$ cat config.mk
export PLATFORM = sky130hd
export DESIGN_NAME = pulse_conditioner_flat
export DESIGN_NICKNAME = d
export VERILOG_FILES = /design/src/rtl/pulse_conditioner_pkg.sv /design/src/rtl/pulse_conditioner_if.sv /design/src/rtl/pulse_conditioner_sync_ff.sv /design/src/rtl/pulse_conditioner.sv /design/src/flat_wrapper.sv
export SDC_FILE = /design/constraint.sdc
export NUM_CORES = 1
export LEC_CHECK = 0
export CAP_MARGIN = 25
export CORE_AREA = 3 3 40 42
export CTS_BUF_LIST = sky130_fd_sc_hd__clkbuf_16
export DETAILED_ROUTE_END_ITERATION = 12
export DIE_AREA = 0 0 43 45
export GPL_TIMING_DRIVEN = 0
export SYNTH_ARGS = -nofsm -noshare
export SYNTH_HDL_FRONTEND = slang
export SYNTH_SLANG_ARGS = --single-unit
$ cat constraint.sdc
create_clock -name clk -period 1.6 [get_ports clk]
set_input_delay 0.32 -clock clk [delete_from_list [all_inputs] [get_ports clk]]
set_output_delay 0.32 -clock clk [all_outputs]
set_load 0.01 [all_outputs]
$ cat src/rtl/pulse_conditioner_pkg.sv
// Shared state encodings for the pulse conditioner and the downstream pulse-counting FSM.
// Latency: none (types, constants and pure helper functions only).
// Backpressure: none.
package fsm_pkg;

    // Debouncer states. Bit 1 is the accepted level; bit 0 marks a pending check.
    typedef enum logic [1:0] {
        LOW      = 2'b00,
        CHK_HIGH = 2'b01,
        HIGH     = 2'b10,
        CHK_LOW  = 2'b11
    } pc_state_t;

    // Downstream counter FSM states, advanced once per conditioned pulse.
    typedef enum logic [1:0] {
        CNT_S0 = 2'b00,
        CNT_S1 = 2'b01,
        CNT_S2 = 2'b10,
        CNT_S3 = 2'b11
    } cnt_state_t;

    // The debounce counter never needs to hold more than DEBOUNCE_CYCLES-1.
    function automatic int cnt_width(input int cycles);
        return (cycles > 1) ? $clog2(cycles) : 1;
    endfunction

    function automatic logic state_level(input pc_state_t s);
        return (s == HIGH) || (s == CHK_LOW);
    endfunction

    function automatic logic state_busy(input pc_state_t s);
        return (s == CHK_HIGH) || (s == CHK_LOW);
    endfunction

endpackage

$ cat src/rtl/pulse_conditioner_if.sv
// Bundles the raw input and the conditioned outputs of the pulse conditioner.
// Latency: none (wiring only).
// Backpressure: none; outputs are free-running levels and single-cycle pulses.
interface pulse_conditioner_if;
    logic raw_in;
    logic level_out;
    logic pulse_out;
    logic busy;

    modport master (
        output raw_in,
        input  level_out,
        input  pulse_out,
        input  busy
    );

    modport slave (
        input  raw_in,
        output level_out,
        output pulse_out,
        output busy
    );
endinterface

$ cat src/rtl/pulse_conditioner_sync_ff.sv
// Multi-stage single-bit synchroniser for asynchronous external inputs.
// Latency: STAGES clock edges from d to q.
// Backpressure: none; samples every cycle.
module sync_ff #(
    parameter int STAGES = 2
) (
    input  logic clk,
    input  logic rst,
    input  logic d,
    output logic q
);

    logic [STAGES-1:0] chain;

    // Shift the input through the flop chain; reset clears every stage.
    always_ff @(posedge clk or negedge rst) begin
        if (!rst) begin
            chain <= '0;
        end else begin
            chain <= {chain[STAGES-2:0], d};
        end
    end

    assign q = chain[STAGES-1];

endmodule

$ cat src/rtl/pulse_conditioner.sv
// Synchronises and debounces a bouncy input; one-cycle pulse per accepted rising edge.
// Latency: SYNC_STAGES+DEBOUNCE_CYCLES edges from a stable raw change to level/pulse.
// Backpressure: none; a new pulse needs a full fall check and a full rise check first.
module pulse_conditioner
    import fsm_pkg::*;
#(
    parameter int SYNC_STAGES     = 2,
    parameter int DEBOUNCE_CYCLES = 4
) (
    input  logic                  clk,
    input  logic                  rst,
    pulse_conditioner_if.slave    io
);

    localparam int             CW       = cnt_width(DEBOUNCE_CYCLES);
    localparam logic [CW-1:0]  CNT_LAST = CW'(DEBOUNCE_CYCLES - 1);
    localparam logic [CW-1:0]  CNT_ONE  = CW'(1);

    logic            sync_in;
    pc_state_t       state_q;
    pc_state_t       state_d;
    logic [CW-1:0]   cnt_q;
    logic [CW-1:0]   cnt_d;
    logic            pulse_d;
    logic            level_q;
    logic            pulse_q;
    logic            busy_q;

    sync_ff #(
        .STAGES (SYNC_STAGES)
    ) u_sync (
        .clk (clk),
        .rst (rst),
        .d   (io.raw_in),
        .q   (sync_in)
    );

    // Next state, counter and pulse: a change is accepted only after the
    // counter reaches its last value while the input still disagrees.
    always_comb begin
        state_d = state_q;
        cnt_d   = cnt_q;
        pulse_d = 1'b0;
        case (state_q)
            LOW: begin
                if (sync_in) begin
                    state_d = CHK_HIGH;
                    cnt_d   = '0;
                end
            end
            CHK_HIGH: begin
                if (!sync_in) begin
                    state_d = LOW;
                    cnt_d   = '0;
                end else if (cnt_q == CNT_LAST) begin
                    state_d = HIGH;
                    cnt_d   = '0;
                    pulse_d = 1'b1;
                end else begin
                    cnt_d = cnt_q + CNT_ONE;
                end
            end
            HIGH: begin
                if (!sync_in) begin
                    state_d = CHK_LOW;
                    cnt_d   = '0;
                end
            end
            CHK_LOW: begin
                if (sync_in) begin
                    state_d = HIGH;
                    cnt_d   = '0;
                end else if (cnt_q == CNT_LAST) begin
                    state_d = LOW;
                    cnt_d   = '0;
                end else begin
                    cnt_d = cnt_q + CNT_ONE;
                end
            end
            default: begin
                state_d = LOW;
                cnt_d   = '0;
            end
        endcase
    end

    // State and counter registers; reset discards any in-flight check.
    always_ff @(posedge clk or negedge rst) begin
        if (!rst) begin
            state_q <= LOW;
            cnt_q   <= '0;
        end else begin
            state_q <= state_d;
            cnt_q   <= cnt_d;
        end
    end

    // Registered outputs decoded from the state being entered, so they track state_q exactly.
    always_ff @(posedge clk or negedge rst) begin
        if (!rst) begin
            level_q <= 1'b0;
            pulse_q <= 1'b0;
            busy_q  <= 1'b0;
        end else begin
            level_q <= state_level(state_d);
            pulse_q <= pulse_d;
            busy_q  <= state_busy(state_d);
        end
    end

    assign io.level_out = level_q;
    assign io.pulse_out = pulse_q;
    assign io.busy      = busy_q;

endmodule

$ cat src/flat_wrapper.sv
// flat-port wrapper written by rule: the top's interface ports become plain ports
module pulse_conditioner_flat import fsm_pkg::*;
#(
    parameter int SYNC_STAGES     = 2,
    parameter int DEBOUNCE_CYCLES = 4
)
  (clk, rst, io_raw_in, io_level_out, io_pulse_out, io_busy);
  pulse_conditioner_if io_i ();
  input  logic clk;
  input  logic rst;
  input wire logic [$bits(io_i.raw_in)-1:0] io_raw_in;
  output wire logic [$bits(io_i.level_out)-1:0] io_level_out;
  output wire logic [$bits(io_i.pulse_out)-1:0] io_pulse_out;
  output wire logic [$bits(io_i.busy)-1:0] io_busy;
  assign io_i.raw_in = io_raw_in;
  assign io_level_out = io_i.level_out;
  assign io_pulse_out = io_i.pulse_out;
  assign io_busy = io_i.busy;
  pulse_conditioner #(.SYNC_STAGES(SYNC_STAGES), .DEBOUNCE_CYCLES(DEBOUNCE_CYCLES)) u_core (.clk(clk), .rst(rst), .io(io_i));
endmodule
* After elaboration in Yosys (flattened, before gate mapping)
Index checks and enable logic that the tools add are counted.
Cells by class: $add $sub $neg 1, equality and inequality tests 9, multiplexer cells 16, reductions and logical operators 4
Operator list (count):
- $mux 2 | 11
- $pmux 2 s4 | 2
- $eq 2x2->1 const B | 5
- $eq 2x1->1 const B | 2
- $ne 2x2->1 const B | 2
- $mux 1 | 3
- $add 2x1->2 const B | 1
- $logic_not 2->1 | 1
- $logic_or 1x1->1 | 2
- $reduce_and 2->1 | 1
Word-level totals: register bits 9, output and inout port bits 3, logic and storage cells 36

* Longest topological paths before layout
word-level depth 6, gate-level depth with buffers 3, mapped depth without buffers 3

* By module
Synthesis repeated with hierarchy kept, for this count alone.
Second synthesis, totals: cell total of the unflattened synthesis 21, area, all modules 312.8 sq um
Modules (own cells, without submodules):
- pulse_conditioner | times used 1, cells each 19, area each 262.8 sq um
- sync_ff | times used 1, cells each 2, area each 50.0 sq um

* Worst setup path after synthesis
Ideal clock, no wire load.
kind reg2reg, start register u_core.cnt_q[0], end register u_core.level_q (netlist: u_core.io.level_out), setup time 125 ps, arrival 980 ps, data required time 1475 ps, path slack 495 ps, stages on the path, launching flop included 4, clock period less this slack 1105 ps, cells stage by stage dfrtp_1 > ha_1 > nand2_2 > mux2_2
On the way: word-level cells in the longest chain between the ends 6, elaborated cells between the ends (all ways) 9
RTL lines:
- start: declaration | RTL line pulse_conditioner.sv:22 | logic [CW-1:0] cnt_q;
- start signal: assignment | RTL line pulse_conditioner.sv:94 | cnt_q <= cnt_d;
- $eq 2x2->1 (*) | RTL line pulse_conditioner.sv:55, pulse_conditioner.sv:73
- $mux 2, on equally long branches | RTL line pulse_conditioner.sv:73, pulse_conditioner.sv:55
- $mux 2, on equally long branches | RTL line pulse_conditioner.sv:70, pulse_conditioner.sv:52
- $pmux 2 s4 (*) | RTL line pulse_conditioner.sv:44 | case (state_q)
- $eq 2x2->1 | RTL line pulse_conditioner_pkg.sv:28 | return (s == HIGH) || (s == CHK_LOW);
- $logic_or 1x1->1 (*) | RTL line pulse_conditioner_pkg.sv:28
- end signal: assignment | RTL line pulse_conditioner.sv:105 | level_q <= state_level(state_d);
- end: declaration | RTL line pulse_conditioner.sv:25 | logic level_q;
Every way passes the cells marked *; elsewhere a longest branch is shown, timed or not. A chain may end at the register's enable or synchronous reset.

==> impl_results.md <==
* Capture point of the critical path: io_busy
* Worst path max stage delay at 0.55 ns
* Cts hold-fix bufs at 0
* Final Total Pwr at 0.894 mW
* Max Root-Sink Buffers at 2
* IO Pins at 6
* Hold-critical path depth at 0
* Num CTS Buffers at 3
* Antenna-violating nets left at 0
* Crit path from: u_core.state_q[0]
* Core Area at 1280 um2
* Syn-to-layout area delta at 46.4%
* I/O Buffers at 5
* Worst Path Buf+Inv at 1
* Critical Path Sink Type: primary output
* Gpl congestion at 0.670
* CP max stage cell: clkdlybuf4s50_1
* H-tree depth at 1
* Syn Inst Count at 21
* Die Y at 45 um
* Delay-heaviest family, CP: buffers and inverters
* Worst-Margin Slew at 0.360 ns
* Total Routing Usage GR at 6.90%
* Final worst-path cycle share at ~94%
* Residual DRC at 0
* Clock skew at 0.000438 ns
* Syn nets at 25
* Worst skew pair latency at between 0.2 and 0.25 ns
* First-pass GRT wire length at 931 um
* ANT cells at 0
* R2r setup slk at roughly 0.42 ns
* Fin nets at 35
* Initial DRC count at 0
* Vias in the first global route at about 210
* Die area at 1940 um2
* Via count at 183
* Arr. time, crit path at 1.18 ns
* TritonCTS clock tree: done
* Total wire length at around 520 um
* PostCTS Resize Cnt at 0
* Setup_tns at 0 ns
* YS warnings at 0
* Crit path launch type: flip-flop
* Fraction of the mapped netlist area in adder cells at 4.00%
* Root Driver: clkbuf_16
* Row Count at 13
* Fmax at 665 MHz
* Compound-Gate Fraction of Synth Area at 1.60%
* Cell Area, Synth at 313 um2
* Initial antenna violation count at 0
* Mux cell area share after synthesis at about 14%
* Die width at 43 um
* Worst slew margin at roughly three quarters
* CP Class: reg2out
* Total gr overflow at 0
* Worst R2R Path Depth at 3
* XOR/XNOR Fraction of Synth Area at 5.20%
* Post-synth cell types at 10
* Max rail drop VDD at 0.000871 V
* Count of final hold-check violations at 0
* Crit path max fanout at 7
* Seq/Total Area, Yosys at 64.0%
* Power per standard cell area at 1950 nW/um2
* Vias per cell at 4.16
* Post-DP HPWL at 413 um
* Final setup vio count at 0
* WP depth at 1
* Post-CTS setup buffers at 0
* Clk slew on worst S/H paths at 0.04 ns
* Largest family of logic cells by synthesized area: multiplexers
* RSZ-0062 raised after global routing: no
* Pin count of the biggest net entering global routing at 9
* Outcome: finished clean
* TritonCTS Sinks at 8
* Slew Limit Fails at 0
* LEAKAGE at 0.207 nW
* Hold crit path type: reg2reg
* Share of layout cells above drive strength 1 at between 20% and 30%
* Reg2reg end: u_core.state_q[1]
* Syn Area/Cell at 14.9 um2
* Drt pass-1 iters at 1
* Simple-gate share of the synthesized area at 11.6%
* Initial Util at 24.3%
* Fin crit period at roughly 1.5 ns
* Max-cap violation count at 0
* Cell Chain, Critical Path: clkdlybuf4s50_1
* Avg WL per Cell at 11.8 um
* Flops & latches, synth at 8
* Req. time, crit path at 1.28 ns
* Reg-to-Reg Start: u_core.cnt_q[0]
worst reg2reg max path, cell delays in order, from the launching register on:
cell     delay (ns)
dfrtp_1        0.38
ha_1           0.24
nand2_2        0.10
mux2_2         0.34
area by class of cell:
class	instances	area (um2)
Multi-Input combinational cell	13	113
Timing Repair Buffer	5	50.0
Sequential cell	8	201
Clock buffer	3	75.1
Tap cell	15	18.8
Fill cell	130	827
cell families (layout without fill, tap and decap cells):
kind of cell / after synthesis / after routing
fa+ha+maj: 1 / 1
flops: 8 / 8
xor+xnor: 1 / 1
simple gates: 6 / 6
buf+inv: 0 / 8
mux: 4 / 4
compound gates: 1 / 1
cells in the mapped netlist:
cell | n | area, um2
nand2_2 | 1 | 6.26
dfrtp_1 | 8 | 200
mux2i_1 | 2 | 20.0
ha_1 | 1 | 12.5
xnor2_2 | 1 | 16.3
a21oi_1 | 1 | 5.00
mux2_2 | 2 | 22.5
nand2_1 | 1 | 3.75
nand2b_1 | 3 | 18.8
nor3b_1 | 1 | 7.51
sequential cells by signal (all words and copies together), names as in the netlist:
register             flops
u_core.state_q           2
u_core.cnt_q             2
u_core.u_sync.chain      2
u_core.io.level_out      1
u_core.io.pulse_out      1
cell usage in the layout, fill, tap and decap left out:
master / netlist / layout
nand2_2: 1 / 1
mux2_2: 2 / 2
a21oi_1: 1 / 1
dfrtp_2: 0 / 1
mux2i_1: 2 / 2
clkdlybuf4s50_1: 0 / 5
xnor2_2: 1 / 1
clkbuf_16: 0 / 3
nand2_1: 1 / 1
nor3b_1: 1 / 1
nand2b_1: 3 / 3
ha_1: 1 / 1
dfrtp_1: 8 / 7
stage by stage:
stage	hold WS [ns]	util, %	cells	instance area [um2]	worst slack (ns)
3_5_place_dp	0.338	29.7	41	382	0.276
6_report	0.351	35.6	44	458	0.0968
2_1_floorplan	0.0244	-	21	313	0.495
5_1_grt	0.362	35.6	44	458	0.0625
4_1_cts	0.351	35.5	44	457	0.0387
3_3_place_gp	0.345	29.7	41	382	0.302
routing by layer:
| layer | global-route usage (%) | vias to the layer above | part of all wire (%) |
|---|---|---|---|
| met5 | 0 | - | 0 |
| met4 | 1.81 | 0 | 0 |
| met3 | 3.98 | 0 | 8.5 |
| met2 | 13.5 | 7 | 58 |
| met1 | 5.97 | 89 | 33 |
| li1 | - | 87 | - |
worst min-delay path by stage:
stage                                 from                endpoint  slack [ns]
floorplan                              rst         u_core.cnt_q[0]        0.02
global placement    u_core.u_sync.chain[0]  u_core.u_sync.chain[1]        0.34
detailed placement  u_core.u_sync.chain[0]  u_core.u_sync.chain[1]        0.34
CTS                 u_core.u_sync.chain[0]  u_core.u_sync.chain[1]        0.35
global route        u_core.u_sync.chain[0]  u_core.u_sync.chain[1]        0.36
finish              u_core.u_sync.chain[0]  u_core.u_sync.chain[1]        0.35
report_power, final:
group | total, mW | switching (mW) | internal (mW)
clock network | 0.408 | 0.0868 | 0.321
logic | 0.180 | 0.0701 | 0.109
registers | 0.307 | 0.0515 | 0.255
total | 0.894 | 0.208 | 0.686
Power figures use the tool's default switching activity.
